## config.mk

```make
export PLATFORM = sky130hd
export DESIGN_NAME = tpu_skew_feeder
export DESIGN_NICKNAME = d
export VERILOG_FILES = /design/src/rtl/tpu_skew_feeder_pkg.sv /design/src/rtl/tpu_skew_feeder_skew_row.sv /design/src/rtl/tpu_skew_feeder.sv
export SDC_FILE = /design/constraint.sdc
export NUM_CORES = 1
export LEC_CHECK = 0
export CAP_MARGIN = 10
export CORE_UTILIZATION = 60
export DETAILED_ROUTE_END_ITERATION = 6
export MAX_ROUTING_LAYER = met4
export PLACE_DENSITY = 0.86
export SLEW_MARGIN = 20
export SYNTH_ARGS = -nofsm -noshare
export SYNTH_HDL_FRONTEND = slang
export SYNTH_SLANG_ARGS = --single-unit
```

## constraint.sdc

```tcl
create_clock -name clk -period 3.9 [get_ports clk]
set_clock_uncertainty 0.2 [all_clocks]
set_input_delay 0.975 -clock clk [delete_from_list [all_inputs] [get_ports clk]]
set_output_delay 0.975 -clock clk [all_outputs]
set_load 0.01 [all_outputs]
```

## src/rtl/tpu_skew_feeder_pkg.sv

```systemverilog
// tpu_pkg: definitions shared between the skew feeder and the tpumac array.
//   feed_state_t : feeder FSM state encoding
//   BITS_AB_DEF  : default operand element width (matches array Ain)
//   DIM_DEF      : default array dimension
//   pass_len()   : cycles of en_out per multiply pass (data plus drain)
package tpu_pkg;

  typedef enum logic [1:0] {
    IDLE   = 2'd0,
    STREAM = 2'd1,
    DONE   = 2'd2
  } feed_state_t;

  localparam int BITS_AB_DEF = 8;
  localparam int DIM_DEF     = 8;

  // 2*DIM-1 cycles carry data, DIM-1 zero cycles drain the last product
  // through to cell (DIM-1, DIM-1).
  function automatic int pass_len(input int dim);
    return 3 * dim - 2;
  endfunction

endpackage

```

## src/rtl/tpu_skew_feeder_skew_row.sv

```systemverilog
// skew_row: one row of the operand buffer plus its skewed output register.
//   clk, rst_n : clock, asynchronous active-low reset
//   load       : parallel load of the whole row from load_data
//   load_data  : DIM elements, slice k = element k
//   stream     : next cycle is a stream step
//   step       : step index t of the next cycle
//   aout       : registered element (t - ROW), or 0 outside the row window
module skew_row
  import tpu_pkg::*;
#(
  parameter int BITS_AB = BITS_AB_DEF,
  parameter int DIM     = DIM_DEF,
  parameter int ROW     = 0,
  parameter int STEP_W  = 5
) (
  input  logic                      clk,
  input  logic                      rst_n,
  input  logic                      load,
  input  logic [DIM*BITS_AB-1:0]    load_data,
  input  logic                      stream,
  input  logic [STEP_W-1:0]         step,
  output logic signed [BITS_AB-1:0] aout
);

  logic signed [BITS_AB-1:0] elem [DIM];
  logic signed [BITS_AB-1:0] sel;

  always_ff @(posedge clk or negedge rst_n) begin
    if (!rst_n) begin
      for (int k = 0; k < DIM; k++) elem[k] <= '0;
    end else if (load) begin
      for (int k = 0; k < DIM; k++) elem[k] <= $signed(load_data[k*BITS_AB +: BITS_AB]);
    end
  end

  // Row ROW lags row 0 by ROW cycles: element k appears at step k+ROW.
  always_comb begin
    sel = '0;
    for (int k = 0; k < DIM; k++) begin
      if (int'(step) == k + ROW) sel = elem[k];
    end
  end

  // Output stage: registered so no input reaches aout combinationally.
  always_ff @(posedge clk or negedge rst_n) begin
    if (!rst_n) aout <= '0;
    else        aout <= stream ? sel : '0;
  end

endmodule

```

## src/rtl/tpu_skew_feeder.sv

```systemverilog
// tpu_skew_feeder: holds a DIMxDIM operand matrix A and streams it into the
// left edge of the systolic array with one cycle of skew per row, plus the
// array-wide enable for a full pass including drain cycles.
//   clk, rst_n : clock, asynchronous active-low reset
//   wr_en      : write row wr_row of A from wr_data (IDLE only)
//   wr_row     : row index of the write
//   wr_data    : row data, slice k = A[wr_row][k]
//   start      : begin a stream pass (IDLE only, wins over wr_en)
//   busy       : high while streaming and in the done cycle
//   done       : one-cycle pulse after the last stream step
//   en_out     : enable to every array cell
//   aout       : slice i drives array row i Ain
module tpu_skew_feeder
  import tpu_pkg::*;
#(
  parameter int BITS_AB = BITS_AB_DEF,
  parameter int DIM     = DIM_DEF
) (
  input  logic                   clk,
  input  logic                   rst_n,
  input  logic                   wr_en,
  input  logic [$clog2(DIM)-1:0] wr_row,
  input  logic [DIM*BITS_AB-1:0] wr_data,
  input  logic                   start,
  output logic                   busy,
  output logic                   done,
  output logic                   en_out,
  output logic [DIM*BITS_AB-1:0] aout
);

  localparam int                PASS_LEN = pass_len(DIM);
  localparam int                STEP_W   = $clog2(PASS_LEN + 1);
  localparam logic [STEP_W-1:0] T_LAST   = STEP_W'(PASS_LEN - 1);

  feed_state_t       state, state_nxt;
  logic [STEP_W-1:0] t, t_nxt;
  logic              stream_nxt;
  logic              wr_ok;
  logic [DIM-1:0]    row_load;

  always_ff @(posedge clk or negedge rst_n) begin
    if (!rst_n) begin
      state  <= IDLE;
      t      <= '0;
      busy   <= 1'b0;
      done   <= 1'b0;
      en_out <= 1'b0;
    end else begin
      state  <= state_nxt;
      t      <= t_nxt;
      busy   <= (state_nxt != IDLE);
      done   <= (state_nxt == DONE);
      en_out <= (state_nxt == STREAM);
    end
  end

  always_comb begin
    state_nxt = state;
    t_nxt     = t;
    case (state)
      IDLE: begin
        if (start) begin
          state_nxt = STREAM;
          t_nxt     = '0;
        end
      end
      STREAM: begin
        if (t == T_LAST) begin
          state_nxt = DONE;
          t_nxt     = '0;
        end else begin
          t_nxt = t + STEP_W'(1);
        end
      end
      DONE:    state_nxt = IDLE;
      default: state_nxt = IDLE;
    endcase
  end

  assign stream_nxt = (state_nxt == STREAM);

  // Writes land only in IDLE; a simultaneous start takes priority, and an
  // out-of-range row (non power-of-two DIM) is dropped.
  assign wr_ok = wr_en && (state == IDLE) && !start && (int'(wr_row) < DIM);

  for (genvar i = 0; i < DIM; i++) begin : g_row
    assign row_load[i] = wr_ok && (int'(wr_row) == i);

    skew_row #(
      .BITS_AB (BITS_AB),
      .DIM     (DIM),
      .ROW     (i),
      .STEP_W  (STEP_W)
    ) u_row (
      .clk       (clk),
      .rst_n     (rst_n),
      .load      (row_load[i]),
      .load_data (wr_data),
      .stream    (stream_nxt),
      .step      (t_nxt),
      .aout      (aout[i*BITS_AB +: BITS_AB])
    );
  end

endmodule

```

== Word level (Yosys, flattened, before mapping) ==
Index checks and enable logic that the tools add are counted.

* Bits in registers: 586
* Output and inout bits: 67

* Add/subtract/negate cells: 1
* Equality and inequality tests: 25
* Multiplexer cells: 78
* Reductions and logical operators: 15

{| class="wikitable"
|+ Operators by type and width
! cell !! number
|-
| 8-bit 2-to-1 mux || 72
|-
| 5-bit equality test (second input constant) || 8
|-
| 5-bit by 4-bit equality test with 1-bit output (second input constant) || 4
|-
| 3-bit equality test (second input constant) || 4
|-
| 5-bit by 3-bit equality test with 1-bit output (second input constant) || 2
|-
| 1-bit logical AND || 10
|-
| 5-bit 2-to-1 mux || 2
|-
| 5-bit one-hot mux with 2 select lines || 1
|-
| 3-bit by 2-bit equality test with 1-bit output (second input constant) || 2
|-
| 5-bit by 1-bit adder with 5-bit output (second input constant) || 1
|-
| 5-bit by 2-bit equality test with 1-bit output (second input constant) || 1
|-
| 5-bit zero test || 1
|-
| 2-bit by 1-bit equality test with 1-bit output (second input constant) || 2
|-
| 2-bit 2-to-1 mux || 2
|-
| 2-bit one-hot mux with 2 select lines || 1
|-
| 3-bit by 1-bit equality test with 1-bit output (second input constant) || 1
|-
| 3-bit zero test || 1
|-
| 2-bit equality test (second input constant) || 1
|-
| 2-bit zero test || 1
|-
| 2-bit nonzero test || 1
|-
| 1-bit zero test || 1
|}

== Depth between registers and ports, before layout ==
* Word-level depth: 13
* Mapped depth: 12

== By module ==
A second synthesis with hierarchy kept.

* Cells, all modules: 2173
* Area, all modules: 27248.6 sq um

{| class="wikitable"
|+ By module, submodules not included
! module !! times used !! cells each !! area each (sq um)
|-
| skew_row (g_row[3].u_row) || 1 || 288 || 3472.1
|-
| skew_row (g_row[6].u_row) || 1 || 286 || 3448.3
|-
| skew_row (g_row[7].u_row) || 1 || 300 || 3373.2
|-
| skew_row (g_row[4].u_row) || 1 || 250 || 3318.2
|-
| skew_row (g_row[0].u_row) || 1 || 225 || 3306.9
|-
| skew_row (g_row[2].u_row) || 1 || 264 || 3276.9
|-
| skew_row (g_row[1].u_row) || 1 || 253 || 3264.4
|-
| skew_row (g_row[5].u_row) || 1 || 254 || 3238.1
|-
| tpu_skew_feeder || 1 || 53 || 550.5
|}

== Worst setup path after synthesis ==
No wires, ideal clock.

* Path kind: input -> register
* Start: input start
* End: register g_row[6].u_row.aout[6]
* Library setup time: 0.074 ns
* Data arrival time: 2.891 ns
* Setup slack: 0.736 ns
* Cell stages on the path: 11
* Path buffers: 3
* Path through: o21bai_4 > inv_4 > or3_1 > buf_2 > o32a_1 > buf_6 > a21oi_4 > buf_6 > nand2_1 > a211o_1 > a21oi_2

* Cells in the longest elaborated chain, start to end: 12

{| class="wikitable"
|+ Ends and longest elaborated chain
! item !! RTL line !! RTL
|-
| start, declared || tpu_skew_feeder.sv:24 || <nowiki>input logic start,</nowiki>
|-
| 5-bit 2-to-1 mux || tpu_skew_feeder.sv:62 || <nowiki>if (start) begin</nowiki>
|-
| 5-bit one-hot mux with 2 select lines || tpu_skew_feeder.sv:60 || <nowiki>case (state)</nowiki>
|-
| 5-bit by 4-bit equality test with 1-bit output || tpu_skew_feeder_skew_row.sv:40 || <nowiki>if (int'(step) == k + ROW) sel = elem[k];</nowiki>
|-
| 8-bit 2-to-1 mux (8 in a row) || tpu_skew_feeder_skew_row.sv:40 ||
|-
| 8-bit 2-to-1 mux * || tpu_skew_feeder_skew_row.sv:47 || <nowiki>else aout <= stream ? sel : '0;</nowiki>
|-
| end signal, assigned || tpu_skew_feeder_skew_row.sv:47 ||
|-
| end, declared || tpu_skew_feeder_skew_row.sv:22 || <nowiki>output logic signed [BITS_AB-1:0] aout</nowiki>
|}

Every way passes the cells marked *; elsewhere a longest branch is shown, timed or not.
A chain may end at the register's enable or synchronous reset.

== Worst setup path in the final report ==
* Start: register t[1]
* End: register g_row[5].u_row.aout[7]

* Cells in the longest elaborated chain, start to end: 13

{| class="wikitable"
|+ Ends and longest elaborated chain
! item !! RTL line !! RTL
|-
| start, declared || tpu_skew_feeder.sv:36 || <nowiki>logic [STEP_W-1:0] t, t_nxt;</nowiki>
|-
| start signal, assigned || tpu_skew_feeder.sv:50 || <nowiki>t <= t_nxt;</nowiki>
|-
| 5-bit by 1-bit adder with 5-bit output / 5-bit equality test (equally long branches) || tpu_skew_feeder.sv:72, tpu_skew_feeder.sv:68 ||
|-
| 5-bit 2-to-1 mux || tpu_skew_feeder.sv:68 || <nowiki>if (t == T_LAST) begin</nowiki>
|-
| 5-bit one-hot mux with 2 select lines || tpu_skew_feeder.sv:60 ||
|-
| 5-bit by 4-bit equality test with 1-bit output || tpu_skew_feeder_skew_row.sv:40 ||
|-
| 8-bit 2-to-1 mux (8 in a row) || tpu_skew_feeder_skew_row.sv:40 ||
|-
| 8-bit 2-to-1 mux * || tpu_skew_feeder_skew_row.sv:47 ||
|-
| end signal, assigned || tpu_skew_feeder_skew_row.sv:47 ||
|-
| end, declared || tpu_skew_feeder_skew_row.sv:22 ||
|}

Marked as above.

==> metrics <==
Post-synth EDFFs 0; status finished, violations left; sequential area share after synthesis 57.6%; critical path peak fanout 9; top_reg_cell synth dfrtp_1; fmax 265 MHz; max_cap viols 0; drt first pass iters 7; Worst VDD drop 0.000467 V; area of the multi-input gates 10,300 um2; # IOs 138; WS Path Type flip-flop to flip-flop; Root Buffer clkbuf_16; final instance count without filler cells 2,689; share of cells above drive strength 1 38.8%; Mean Syn Cell Area 13.7 um2; Syn Inst Count 1,856; Routed WL 90.4 mm; Slew Limit Headroom 18.8%; Initial Utilization 60.7%; Avg WL per Cell 33.6 um; RSZ-0062 raised after global routing no; Syn Nets 1,929; vias in the first global route 19,876; Fill cells 2,688; endpoints failing setup 0; Pwr Total 23.5 mW; power per cell area 766 nW/um2; CTS sink cnt 586; Leakage 14.5 nW; CP Launch Type flip-flop; Core Util, Final 73.3%; Initial DRC Count 2,229; Detail Route Antenna Nets 0; fin. max-slew vios 0; area leader, netlist dfrtp_1; CTS tree yes; number of synthesis warnings 0; gr ovfl total 0; Final Hold Violating Endpoints 0; Worst Hold Class flip-flop to flip-flop; count of cell types in the netlist 85; largest net degree at the start of global routing 144; number of CTS-inserted buffers 58; Crit. End Element flip-flop; failing checks design-rule violations; Setup Fix Bufs, Post-CTS 0; Die X 208 um; hpwl dp 59.2 mm; vias per std cell 7.14; Reg area 14,700 um2; Worst-path clk slew 60 ps; Commonest cells post-synth dfrtp_1 (586), mux2_2 (514), clkbuf_1 (74); most common cell in the netlist dfrtp_1; DRC 4; first-pass GRT wire length 132 mm; Total GRT Usage 43.6%; Worst-Skew Late Latency 640 ps; P&R area growth vs syn 20.6%; core region area 41,900 um2; clk buf depth 3; synth top area cells dfrtp_1 (58%), mux2_2 (23%), a221oi_1 (1.5%); Core Rows 75; # H-tree levels 2; die area 43,300 um2; Sum Neg Setup Slack 0 ps; RD Place Congestion 0.994; Port Buffers 137; Synth Register Bits 586; Post-synth ARST share 100%; min Tclk post-route 3770 ps; Layout Nets 2,170; initial antenna violation count 4; Critical Path RT 4230 ps; synthesized area 25,500 um2; Crit path arrival time 4110 ps; crit share post-route 96.7%; top-area cell type share of the netlist area 57.6%; die height 208 um; Register-to-Register Setup Slack 130 ps; vias post-DR 19,198; Slew @ Worst Pin 1210 ps; Placed Cells incl. Taps 2,575
repair_timing:
item                                    in CTS  in global routing
endpoints found under the setup margin       0                  5
hold buffers                                 1                  0
gates resized for setup                      0                  1
hold endpoints to repair                     9                  0
worst max-delay path, stage by stage (launching register included):
cell	delay [ps]
dfrtp_1	500
inv_1	120
ha_1	200
and4b_2	280
nor3_4	330
a31oi_1	140
buf_4	170
and2_1	270
nor2_1	960
buf_4	300
a221oi_1	60
a21oi_1	140
power by group:
group / switching (mW) / internal, mW / total (mW) / leakage [nW]
registers: 0.923 / 7.54 / 8.46 / 7.99
clock network: 2.47 / 3.43 / 5.91 / 0.992
logic: 5.38 / 3.79 / 9.18 / 5.56
sequential cells by signal, summed over array words and instances (netlist names):
name and cells:
g_row.u_row.elem 512, state 2, busy 1, en_out 1
t 5, g_row.u_row.aout 64, done 1
placed cells by master (no fill, tap or decap), types with 7 or more instances in the layout:
cell and instances:
and3_1 8, buf_12 31, nor3_1 11, o22ai_1 13, nor2_1 55, or3_1 9, a2111oi_0 7, nand3_1 27
clkbuf_1 12, a211oi_1 16, clkbuf_8 13, a221oi_1 45, mux2_2 514, mux2i_1 7, a32o_1 21, o32ai_1 19
a22o_1 24, a22oi_1 14, o211ai_1 17, o21ai_0 28, inv_1 9, o31ai_1 7, o221ai_1 19, clkinv_2 12
clkbuf_16 59, a32oi_1 8, a222oi_1 15, buf_4 140, o31a_1 10, dfrtp_1 586, nand2_1 48, o22a_1 8
a31oi_1 13, a21oi_1 57, clkdlybuf4s50_1 136
layer usage:
metal | vias to the layer above | track usage [%] | share of wire [%]
met5 | - | - | 0
met3 | 428 | 11.6 | 11
li1 | 7581 | - | -
met1 | 9872 | 53.8 | 36
met4 | 0 | 29.2 | 8.0
met2 | 1317 | 63.3 | 45
layout make-up:
class	count	share of cell area [%]
inverter	11	0.143
timing repair buffer	309	9.95
multi-input combinational	1131	33.4
clock inverter	23	1.02
sequential	586	47.7
tap	539	2.19
clock buffer	84	5.53
antenna	6	0.0489
stage by stage:
step	hold slack, ps	area, um2	worst slack [ps]
floorplan	271	25500	736
global placement	282	28700	-121
detailed placement	288	28700	-131
CTS	302	30700	214
global route	312	30700	5.75
finish	302	30700	128
path summary, 6_finish.rpt:
kind / startpoint / endpoint / depth (start not counted)
max in group asynchronous: rst_n / g_row[1].u_row.aout[4] / 3
worst min-delay path: g_row[2].u_row.elem[41] / g_row[2].u_row.elem[41] / 1
worst max-delay path: t[1] / g_row[5].u_row.aout[7] / 11
worst max register to register: t[1] / g_row[5].u_row.aout[7] / 11
worst min register to register: g_row[2].u_row.elem[41] / g_row[2].u_row.elem[41] / 1
min in group asynchronous: rst_n / g_row[7].u_row.elem[51] / 2
cells by family (layout without fill, tap and decap cells):
kind of cell,count (synthesis),count (layout),synth area share [%]
fa+ha+maj,2,2,0.0982
flops,586,586,57.6
other cells,0,6,0
xor+xnor,1,1,0.0639
simple gates,198,198,3.77
buf+inv,139,427,2.45
compound gates,409,409,13.0
mux,521,521,23.0
No activity file was read; power rests on OpenSTA's default activity.
